`config.mk`:
```
export PLATFORM = sky130hd
export DESIGN_NAME = rr_mux_arbiter
export DESIGN_NICKNAME = d
export VERILOG_FILES = /design/src/rtl/rr_mux_pkg.sv /design/src/rtl/rr_grant.sv /design/src/rtl/rr_mux_arbiter.sv
export SDC_FILE = /design/constraint.sdc
export NUM_CORES = 1
export LEC_CHECK = 0
export BUFFER_PORTS_ARGS = -buffer_cell sky130_fd_sc_hd__buf_2
export CAP_MARGIN = 10
export CORE_MARGIN = 2
export CORE_UTILIZATION = 41
export CTS_CLUSTER_SIZE = 14
export DETAILED_ROUTE_END_ITERATION = 7
export PLACE_DENSITY = 0.81
export SETUP_SLACK_MARGIN = 0.4
export SLEW_MARGIN = 15
export SYNTH_ARGS = -nofsm -noshare
export SYNTH_HDL_FRONTEND = slang
export SYNTH_SLANG_ARGS = --single-unit
```
`constraint.sdc`:
```
create_clock -name clk -period 1.96 [get_ports clk]
set_clock_uncertainty 0.15 [all_clocks]
set_input_delay 0.098 -clock clk [delete_from_list [all_inputs] [get_ports clk]]
set_output_delay 0.098 -clock clk [all_outputs]
set_load 0.05 [all_outputs]
```
`src/rtl/rr_mux_pkg.sv`:
```
// Shared types and helpers for the round-robin burst-locking mux arbiter.
// Holds the arbiter state encoding and the requester-index width function.
package rr_mux_pkg;

  typedef enum logic {
    ARB  = 1'b0,
    LOCK = 1'b1
  } arb_state_t;

  // Index width for n requesters; never narrower than one bit.
  function automatic int idx_width(input int n);
    return (n <= 2) ? 1 : $clog2(n);
  endfunction

endpackage

```
`src/rtl/rr_grant.sv`:
```
// Purely combinational rotate-and-priority search: the first requester set
// in req, scanning upward from ptr+1 and wrapping N-1 -> 0.
module rr_grant
  import rr_mux_pkg::*;
#(
  parameter int N  = 4,
  parameter int IW = idx_width(N)
) (
  input  logic [N-1:0]  req,
  input  logic [IW-1:0] ptr,
  output logic [IW-1:0] grant,
  output logic          grant_valid
);

  // Scan from farthest to nearest so the nearest valid requester wins last.
  always_comb begin
    grant       = '0;
    grant_valid = 1'b0;
    for (int k = N; k >= 1; k--) begin
      if (req[(int'(ptr) + k) % N]) begin
        grant       = IW'((int'(ptr) + k) % N);
        grant_valid = 1'b1;
      end
    end
  end

endmodule

```
`src/rtl/rr_mux_arbiter.sv`:
```
// N-to-1 round-robin mux with a one-word registered output stage.
// A word with last=0 locks the grant to its source until that source's last beat.
module rr_mux_arbiter
  import rr_mux_pkg::*;
#(
  parameter int WIDTH = 8,
  parameter int N     = 4
) (
  input  logic                  clk,
  input  logic                  rst,
  input  logic [N-1:0]          req_valid,
  input  logic [N-1:0]          req_last,
  input  logic [WIDTH-1:0]      req_data [0:N-1],
  output logic [N-1:0]          req_ready,
  output logic                  out_valid,
  output logic [WIDTH-1:0]      out_data,
  output logic [$clog2(N)-1:0]  out_src,
  output logic                  out_last,
  input  logic                  out_ready
);

  localparam int IW = idx_width(N);

  arb_state_t       r_state;
  arb_state_t       w_state_next;
  logic [IW-1:0]    r_ptr;
  logic [IW-1:0]    w_ptr_next;
  logic [IW-1:0]    r_lock_id;
  logic [IW-1:0]    w_lock_id_next;

  logic             r_out_valid;
  logic             w_out_valid_next;
  logic [WIDTH-1:0] r_out_data;
  logic [WIDTH-1:0] w_out_data_next;
  logic [IW-1:0]    r_out_src;
  logic [IW-1:0]    w_out_src_next;
  logic             r_out_last;
  logic             w_out_last_next;

  logic [IW-1:0]    w_rr_grant;
  logic             w_rr_valid;
  logic [IW-1:0]    w_grant;
  logic             w_grant_valid;
  logic             w_slot_free;
  logic             w_accept;
  logic             w_sel_last;
  logic [WIDTH-1:0] w_sel_data;

  rr_grant #(
    .N  (N),
    .IW (IW)
  ) u_rr_grant (
    .req         (req_valid),
    .ptr         (r_ptr),
    .grant       (w_rr_grant),
    .grant_valid (w_rr_valid)
  );

  // While locked, only the burst owner may be granted, valid or not.
  always_comb begin
    w_grant       = w_rr_grant;
    w_grant_valid = w_rr_valid;
    if (r_state == LOCK) begin
      w_grant       = r_lock_id;
      w_grant_valid = req_valid[r_lock_id];
    end
  end

  assign w_slot_free = !r_out_valid || out_ready;
  assign w_accept    = w_slot_free && w_grant_valid && !rst;
  assign w_sel_last  = req_last[w_grant];
  assign w_sel_data  = req_data[w_grant];

  for (genvar gi = 0; gi < N; gi++) begin : g_ready
    assign req_ready[gi] = w_accept && (w_grant == IW'(gi));
  end

  // Output stage: load on accept, otherwise drain when downstream takes the word.
  always_comb begin
    w_out_valid_next = r_out_valid;
    w_out_data_next  = r_out_data;
    w_out_src_next   = r_out_src;
    w_out_last_next  = r_out_last;
    if (w_accept) begin
      w_out_valid_next = 1'b1;
      w_out_data_next  = w_sel_data;
      w_out_src_next   = w_grant;
      w_out_last_next  = w_sel_last;
    end else if (out_ready) begin
      w_out_valid_next = 1'b0;
    end
  end

  always_comb begin
    w_state_next   = r_state;
    w_ptr_next     = r_ptr;
    w_lock_id_next = r_lock_id;
    case (r_state)
      ARB: begin
        if (w_accept) begin
          w_ptr_next = w_grant;
          if (!w_sel_last) begin
            w_state_next   = LOCK;
            w_lock_id_next = w_grant;
          end
        end
      end
      LOCK: begin
        if (w_accept && w_sel_last) begin
          w_state_next = ARB;
        end
      end
      default: begin
        w_state_next = ARB;
      end
    endcase
  end

  // ptr starts at N-1 so requester 0 is searched first after reset.
  always_ff @(posedge clk) begin
    if (rst) begin
      r_state     <= ARB;
      r_ptr       <= IW'(N - 1);
      r_lock_id   <= '0;
      r_out_valid <= 1'b0;
      r_out_data  <= '0;
      r_out_src   <= '0;
      r_out_last  <= 1'b0;
    end else begin
      r_state     <= w_state_next;
      r_ptr       <= w_ptr_next;
      r_lock_id   <= w_lock_id_next;
      r_out_valid <= w_out_valid_next;
      r_out_data  <= w_out_data_next;
      r_out_src   <= w_out_src_next;
      r_out_last  <= w_out_last_next;
    end
  end

  assign out_valid = r_out_valid;
  assign out_data  = r_out_data;
  assign out_src   = r_out_src;
  assign out_last  = r_out_last;

endmodule

```
==> results of run 1 <==
==> cell families (layout without fill, tap and decap cells) <==
logic type	Yosys count	in the layout	share of synthesized area, %
AOI/OAI and AO/OA	30	30	18.66
muxes	26	26	25.35
buffers and inverters	11	96	5.285
DFF	17	17	29.34
and+or+nand+nor	45	46	21.36
==> per-layer routing <==
layer,vias to the layer above,part of all wire (%),track usage [%]
met3,4,7.4,3.628
met1,604,40,27.22
met2,54,51,43.35
met5,-,0,0
li1,641,-,-
met4,0,1.7,10.30
==> how the worst max path moves through the flow <==
stage	cells past startpoint	from	end
5_1_grt	6	r_ptr[0]	req_ready[0]
6_report	6	r_ptr[0]	req_ready[0]
3_3_place_gp	7	r_ptr[0]	r_state
2_1_floorplan	7	r_ptr[0]	out_data[7]
3_5_place_dp	7	r_ptr[1]	out_data[5]
4_1_cts	6	r_ptr[0]	req_ready[2]
==> registers in the layout (all words and copies together) (netlist names) <==
signal     cells
out_last       1
out_data       8
out_src        2
out_valid      1
r_state        1
r_ptr          2
r_lock_id      2
==> what timing repair did <==
action,in CTS,in global routing
endpoints found under the hold margin,3,0
pin swaps,9,3
cloned,1,0
hold buffers,3,0
endpoints found under the setup margin,18,21
setup buffers,13,0
gates resized for setup,34,11
==> final cells by class <==
| type | instances | area (um2) | share of cell area, % |
|---|---|---|---|
| multi-input combinational | 102 | 939.7 | 47.96 |
| timing repair buffer | 88 | 590.6 | 30.14 |
| sequential | 17 | 345.3 | 17.62 |
| tap | 31 | 38.79 | 1.980 |
| clock buffer | 3 | 22.52 | 1.149 |
| inverter | 4 | 17.52 | 0.8940 |
| clock inverter | 1 | 5.005 | 0.2554 |
==> per-stage QoR <==
step / instances / total power, W / hold WS (ps) / util [%]
after floorplan: 129 / 0.0009501 / 106.0 / -
after global placement: 225 / 0.001106 / 217.6 / 60.25
after detailed placement: 225 / 0.001127 / 225.2 / 60.25
after CTS: 246 / 0.001471 / 23.82 / 70.82
after global routing: 246 / 0.001589 / 53.70 / 72.30
final: 246 / 0.001511 / 9.214 / 72.30
==> power groups by stage <==
stage / combinational [W] / clock, W / sequential, W
floorplan: 0.000378 / 0 / 0.000572
global placement: 0.000673 / 0 / 0.000433
detailed placement: 0.000691 / 0 / 0.000436
CTS: 0.000841 / 0.000201 / 0.000429
global route: 0.000927 / 0.000224 / 0.000439
finish: 0.000873 / 0.000207 / 0.000431
==> worst min-delay path: cells and delay by family <==
kind | cells | cell delay (ps)
buf+inv | 1 | 90
compound gates | 2 | 230
==> cell usage in the layout (no fill, tap or decap), drive strengths merged, types with 2 or more instances in the layout <==
cell type and count:
nand2b 9, buf 85, nand2 5, dlygate4sd3 3
nor3 4, dfxtp 17, nor2 10, mux2i 17
clkbuf 3, o221a 2, a211o 2, a21oi 4
a221oi 2, mux2 8, nand3b 6, inv 4
a211oi 3, and2 2, o21ai 10, nor2b 4
==> key figures, run 1 <==
Clock tree
  – Cts bufs inserted: 3
  – Clk Tree Root Cell: clkbuf_4
  – Clk_lat worst skew: 310 ps
  – Htree depth: 1
  – TritonCTS clock tree: done
  – CTS clk-pin slew, worst paths: 110 ps
  – Clock net sink count: 17
  – Maximum root-to-sink buffer count: 2

Worst setup path
  – Critical path launch point type: flop
  – Reg2Reg Depth: 7
  – Critical path's top delay family: compound AO/OA/AOI/OAI gates
  – CP Max Fanout: 6
  – Crit path max-delay cell type: dfxtp_2
  – Worst reg2reg path endpoint: r_state
  – CP Class: reg2out
  – Worst path cell trace: and2b_1 -> o221a_4 -> a21bo_4 -> buf_8 -> nor3_4 -> buf_6
  – Worst R2R Start: r_ptr[0]
  – Buf/Inv on CP: 2
  – CP endpoint kind: output pin
  – R2R setup slack: -130 ps
  – Worst EP arrival: 1850 ps
  – Max stage delay on crit path: around 360 ps
  – Required arrival time at the worst endpoint: 1710 ps

Die
  – Core Region: 0.002710 mm2
  – Top-level I/O count: 59
  – Die Y: ~57 um
  – DIE WIDTH: 57.19 um
  – Starting Density: 42.80%
  – # rows: 19
  – DIE AREA: 0.003270 mm2

Yosys
  – Top post-synthesis cells by area: dfxtp_1, mux2i_1, mux2_2
  – Mapped Area: 0.001160 mm2
  – Asr flop ratio synth: 0%
  – Area leader, netlist: dfxtp_1
  – Ys Warns: 0
  – Syn avg cell area: 8.991 um2
  – Sequential fraction of the synthesis area: 29.34%
  – Top cell type's share of synthesized area: between 20% and 30%
  – Count of cell types in the netlist: 39
  – Post-synth EDFFs: 0
  – Synth Register Bits: 17
  – Top cells by count, synth: dfxtp_1, mux2i_1, nor2_1, o21ai_0, nand2b_1
  – Syn_nets: roughly 170
  – Post-synthesis cell count: between 100 and 150
  – Primary FF master, synth: dfxtp_1

Global routing
  – Gr ovfl total: 0
  – Largest net degree at the start of global routing: 21
  – Vias in the first global route: 1372
  – Initial antenna violation count: 0
  – Total track usage: between 20% and 30%
  – First-pass GRT wire length: approximately 6000 um

Pwr
  – Part of the power in the clock network: 13.7%
  – Static Leakage: 0.9211 nW
  – Combinational share of power: 57.8%
  – Reg power frac: 28.5%
  – Switch Pwr: 0.0006332 W
  – P_int: 0.0008777 W
  – Power Dens Cells: 771.1 mW/mm2
  – Max rail drop VDD: 0.6317 mV
  – Switching share of power: 41.91%

Run status
  – Failing checks: negative setup slack
  – Status: finished, violations left

STA
  – Max-slew headroom: about two thirds
  – Setup TNS: -1070 ps
  – Fmax: 0.4762 GHz
  – Crit share post-route: 107.1%
  – RSZ-0062 raised after global routing: true
  – Setup WS post-layout: -140.1 ps
  – Final Hold Viols: 0
  – Max-slew violations: 0
  – Final setup fails: 14
  – Period minus WS final: 2100 ps
  – Slew @ Worst Pin: 469.2 ps

Layout
  – Filler cell count: 203
  – Layout cells sized above 1: roughly three fifths
  – Final instance area: 0.001959 mm2
  – Number of nets in the layout: about 260
  – Area Overhead vs Synth: 68.93%
  – Diodes inserted: 0

Route
  – Number of remaining DRC errors: 0
  – Via count: 1303
  – WL final: 3569 um
  – Wire per inst: around 15 um
  – Router iterations before antenna repair: 4
  – Vias/cell: 5.297
  – First DRT Iteration DRCs: 43
  – Post-DRT Antenna Nets: 0

Place
  – Dpl hpwl: 2433 um
  – I/O Buffers: 58
  – Cell Area, Placed: 0.001633 mm2
  – DP Worst Slack: -85.61 ps
  – Routability cong.: 0.8131

Hold path
  – Worst min-delay path category: in2reg
  – Hold endpoint: out_data[7]
  – Hold Crit Start: req_data[23]
  – Hold Crit Depth: 3

Job
  – Maxcap violations: 0
No activity file was read; power rests on OpenSTA's default activity.
==> inputs of run 2 (changes only) <==
Settings changed: TNS_END_PERCENT set to 20.
==> run 2 against run 1 <==
  * The flow still finishes with violations (negative setup slack)
  * Non-clock buffer count is 1 higher
  * Global-route usage is 0.31 points lower
  * Worst setup slack worse by 3.8 ps
  * Clock power is 3% lower
  * Count of clock-buffer cells in the layout stayed put
  * Worst hold slack better by 5.4 ps
  * Power is 2.8% lower
  * Register-to-register slack hardly changed
  * Critical endpoint is now out_data[7]
  * Design area is 2.6% lower
  * Critical path depth is 1 higher
  * Via count is 1.8% higher
==> key figures, run 2 (synthesis results as in run 1) <==
Worst setup path
  – CP Max Fanout: 5
  – Worst path cell trace: and2b_1 -> o221a_4 -> a21bo_4 -> buf_12 -> mux2_4 -> a221oi_2 -> a211oi_1
  – Critical path launch point type: flop
  – Worst EP arrival: 2140 ps
  – CP endpoint kind: flop
  – Max stage delay on crit path: 350 ps
  – Required arrival time at the worst endpoint: 2000 ps
  – CP Class: reg2reg
  – Crit path max-delay cell type: dfxtp_2

Route
  – Vias/cell: 5.390
  – Via count: between 1k and 1.5k
  – First DRT Iteration DRCs: 46
  – Post-DRT Antenna Nets: 0
  – Wire per inst: 14.69 um
  – WL final: 3613 um
  – Router iterations before antenna repair: 4
  – Number of remaining DRC errors: 0

Global routing
  – Total track usage: between 20% and 30%
  – Largest net degree at the start of global routing: 21
  – Vias in the first global route: 1412
  – Initial antenna violation count: 0
  – Gr ovfl total: 0
  – First-pass GRT wire length: 6030 um

STA
  – Fmax: 0.4753 GHz
  – RSZ-0062 raised after global routing: true
  – Final setup fails: 16
  – Max-slew violations: 0
  – Final Hold Slack: 14.63 ps
  – Setup WS post-layout: -143.9 ps
  – Max-slew headroom: 74.93%
  – Setup TNS: -1261 ps
  – Final Hold Viols: 0
  – Crit share post-route: 107.3%
  – Slew @ Worst Pin: roughly 370 ps
  – Period minus WS final: 2104 ps

Pwr
  – Max rail drop VDD: 0.5767 mV
  – Power Dens Cells: 768.9 mW/mm2
  – Static Leakage: 0.9208 nW

Place
  – Dpl hpwl: 2592 um
  – Cell Area, Placed: 0.001620 mm2
  – Routability cong.: 0.8579
  – I/O Buffers: 58

Hold path
  – Worst min-delay path category: in2reg

Clock tree
  – TritonCTS clock tree: done
  – Clk_lat worst skew: 300 ps
  – CTS clk-pin slew, worst paths: 110 ps
  – Cts bufs inserted: 3
  – Clock net sink count: 17
  – Clk Tree Root Cell: clkbuf_4
  – Maximum root-to-sink buffer count: 2
  – Htree depth: 1

Die
  – Starting Density: 42.80%
  – Core Region: 0.002710 mm2
  – Top-level I/O count: 59
  – DIE WIDTH: 57.19 um
  – Die Y: about 57 um
  – # rows: 19
  – DIE AREA: 0.003270 mm2

Layout
  – Area Overhead vs Synth: 64.62%
  – Layout cells sized above 1: 57.21%
  – Most frequent cells in the layout: buf_2, buf_4, mux2i_1
  – Number of nets in the layout: 259
  – Filler cell count: 213
  – Final instance area: around 0.0019 mm2
  – Diodes inserted: 0
  – Largest register FFs: 8
  – Most common cell after layout, fill and taps aside: buf_2

Run status
  – Failing checks: negative setup slack
  – Status: finished, violations left

Job
  – Maxcap violations: 0
==> run 2: final timing paths <==
kind	to	slack, ps	cells past startpoint	start
min	out_data[7]	10	3	req_data[23]
max reg2reg	out_data[7]	-140	7	r_ptr[0]
min reg2reg	out_last	310	2	out_last
max	out_data[7]	-140	7	r_ptr[0]
==> run 2: layout make-up <==
type                            instances  area (um2)  area share, %
Sequential cell                        17       345.3          18.09
Clock buffer                            3       22.52          1.180
Inverter                                4       20.02          1.048
Timing Repair Buffer                   89       593.1          31.06
Clock inverter                          1       5.005         0.2621
Multi-Input combinational cell        101       884.6          46.33
Tap cell                               31       38.79          2.031
==> run 2: through the flow <==
step                      setup WS (ps)  power (W)  utilization, %  std cells
after CTS                        -118.2   0.001448           69.62        245
after floorplan                   40.41  0.0009444               -        129
after global routing             -192.5   0.001551           70.45        246
after global placement            26.12   0.001102           59.79        224
final                            -143.9   0.001468           70.45        246
after detailed placement         -182.3   0.001127           59.79        224
==> run 2: report_power, final <==
part / switching, W / internal [W]
Clock: 0.000124 / 0.0000762
Sequential: 0.0000351 / 0.000398
Combinational: 0.000453 / 0.000383
Total: 0.000612 / 0.000857
==> run 2: routing by layer <==
layer | track usage (%) | share of wire, % | routed length, um
met1 | 27.02 | 38 | 1388
met2 | 42.53 | 52 | 1885
met3 | 4.762 | 7.1 | 256
met4 | 8.638 | 2.3 | 82
met5 | 0 | 0 | 0
==> run 2: what timing repair did <==
action / 4_1_cts / 5_1_grt
setup endpoints to repair: 20 / 21
setup buffers: 13 / 1
endpoints found under the hold margin: 3 / 0
pin swaps: 6 / 2
hold buffers: 4 / 0
gates resized for setup: 30 / 2
==> run 2: critical path, delay by kind of cell, from the launching register on <==
family                 cells  cell delay (ps)
DFF                        1              350
buffers and inverters      1              140
and+or+nand+nor            1              220
AOI/OAI and AO/OA          4              830
muxes                      1              300
==> inputs of run 3 (changes only) <==
Settings changed: SETUP_SLACK_MARGIN 0.4 to unset.
==> run 3 against run 2 <==
  * The run still ends with negative setup slack left
  * Routed wire length decreased by 11%
  * Fmax decreased by 1.2%
  * Utilization fell by 4.4 points
  * Global-route usage is 4.1 points lower
  * Register-to-register slack about the same
  * Critical path depth is 1 lower
  * Flip-flop and latch count unchanged
  * Design area fell by 6.3%
  * Clock power hardly changed
  * Highest routed layer unchanged
==> key figures, run 3 (synthesis results as in run 1) <==
Pwr
  – Max rail drop VDD: 0.6881 mV
  – Power Dens Cells: 770.3 mW/mm2
  – Static Leakage: 0.8371 nW
  – PnR Total Power: between 0.001 and 0.0015 W

STA
  – Setup TNS: -1119 ps
  – RSZ-0062 raised after global routing: true
  – Period minus WS final: 2130 ps
  – Final setup fails: 15
  – Fmax: between 0.4 and 0.5 GHz
  – Slew @ Worst Pin: 437.1 ps
  – Crit share post-route: 108.7%
  – Setup WS post-layout: -170.0 ps
  – Max-slew headroom: 70.69%
  – Max-slew violations: 0
  – Final Hold Viols: 0

Die
  – Die Y: 57.19 um
  – DIE WIDTH: 57.19 um
  – Starting Density: 42.80%
  – Core Region: about 0.0027 mm2
  – # rows: 19
  – Top-level I/O count: 59
  – DIE AREA: 0.003270 mm2

Worst setup path
  – CP Max Fanout: 7
  – CP Class: reg2out
  – Worst EP arrival: 1880 ps
  – CP endpoint kind: output pin
  – R2R setup slack: -130 ps
  – Critical path launch point type: flop
  – Required arrival time at the worst endpoint: 1710 ps

Clock tree
  – Cts bufs inserted: 3
  – Htree depth: 1
  – TritonCTS clock tree: done
  – Clk_lat worst skew: around 300 ps
  – Clock net sink count: 17
  – CTS clk-pin slew, worst paths: 110 ps
  – Clk Tree Root Cell: clkbuf_4
  – Maximum root-to-sink buffer count: 2

Layout
  – Final non-filler cell total: 237
  – Area Overhead vs Synth: 54.26%
  – Filler cell count: 230
  – Most frequent cells in the layout: buf_2, mux2i_1, buf_4
  – Final instance area: 0.001789 mm2
  – Layout cells sized above 1: ~52%
  – Multi-input gate area: between 800 and 900 um2
  – Number of nets in the layout: 250
  – Diodes inserted: 0
  – FF/Latch Area: 344.1 um2
  – Largest register FFs: 8
  – Most common cell after layout, fill and taps aside: buf_2

Global routing
  – Gr ovfl total: 0
  – Total track usage: between 15 and 20%
  – Largest net degree at the start of global routing: 20
  – Vias in the first global route: ~1.2k
  – First-pass GRT wire length: 5030 um
  – Initial antenna violation count: 0

Job
  – Maxcap violations: 0

Route
  – WL final: between 3000 and 4000 um
  – Post-DRT Antenna Nets: 0
  – Vias/cell: around 5.3
  – Via count: 1248
  – Router iterations before antenna repair: 4
  – First DRT Iteration DRCs: 48
  – Number of remaining DRC errors: 0
  – Wire per inst: 13.58 um

Place
  – DP Worst Slack: -91.39 ps
  – Cell Area, Placed: 0.001605 mm2
  – Dpl hpwl: 2283 um
  – Routability cong.: roughly 0.86
  – I/O Buffers: between 50 and 60
  – # placed instances: approximately 230

Run status
  – Status: finished, violations left
  – Failing checks: negative setup slack

Hold path
  – Worst min-delay path category: in2reg
[run 3: final cells by class]
class	instances	area share (%)
Timing Repair Buffer	80	29.58
Sequential cell	17	19.23
Tap cell	31	2.168
Inverter	4	0.9091
Multi-Input combinational cell	101	46.57
Clock buffer	3	1.259
Clock inverter	1	0.2797
[run 3: worst paths after layout]
check                from      endpoint  depth (start not counted)
max reg2reg      r_ptr[0]       r_state                          7
min          req_data[23]   out_data[7]                          3
max          r_lock_id[1]  req_ready[3]                          6
min reg2reg      out_last      out_last                          2
[run 3: metal layers]
layer | share of wire (%) | track usage [%] | up-vias
met4 | 0.43 | 5.316 | 0
met5 | 0 | 0 | -
met1 | 40 | 20.90 | 563
met2 | 50 | 36.12 | 56
li1 | - | - | 625
met3 | 9.6 | 6.122 | 4
[run 3: power by group]
part	internal [W]	leakage [nW]	switching, W
combinational	0.000330	0.679	0.000421
sequential	0.000397	0.141	0.0000276
clock	0.0000761	0.0177	0.000127
total	0.000803	0.837	0.000575
[run 3: per-stage QoR]
stage | util, % | hold slack, ps
global route | 66.02 | 5.439
floorplan | - | 102.0
finish | 66.02 | 9.161
global placement | 59.23 | 216.3
CTS | 66.25 | 25.85
detailed placement | 59.23 | 223.8
[run 3: timing repair]
item / in CTS / in global routing
hold buffers: 3 / 0
setup endpoints to repair: 18 / 19
setup buffers: 8 / 0
pin swaps: 2 / 4
gates resized for setup: 25 / 5
hold endpoints to repair: 3 / 0
[run 3: worst max-delay path, cell delays in order (launching register included)]
cell and delay (ps):
dfxtp_2 360, mux4_2 530, mux2i_2 200, nand2b_4 170
buf_12 130, nor3_2 50, buf_6 140
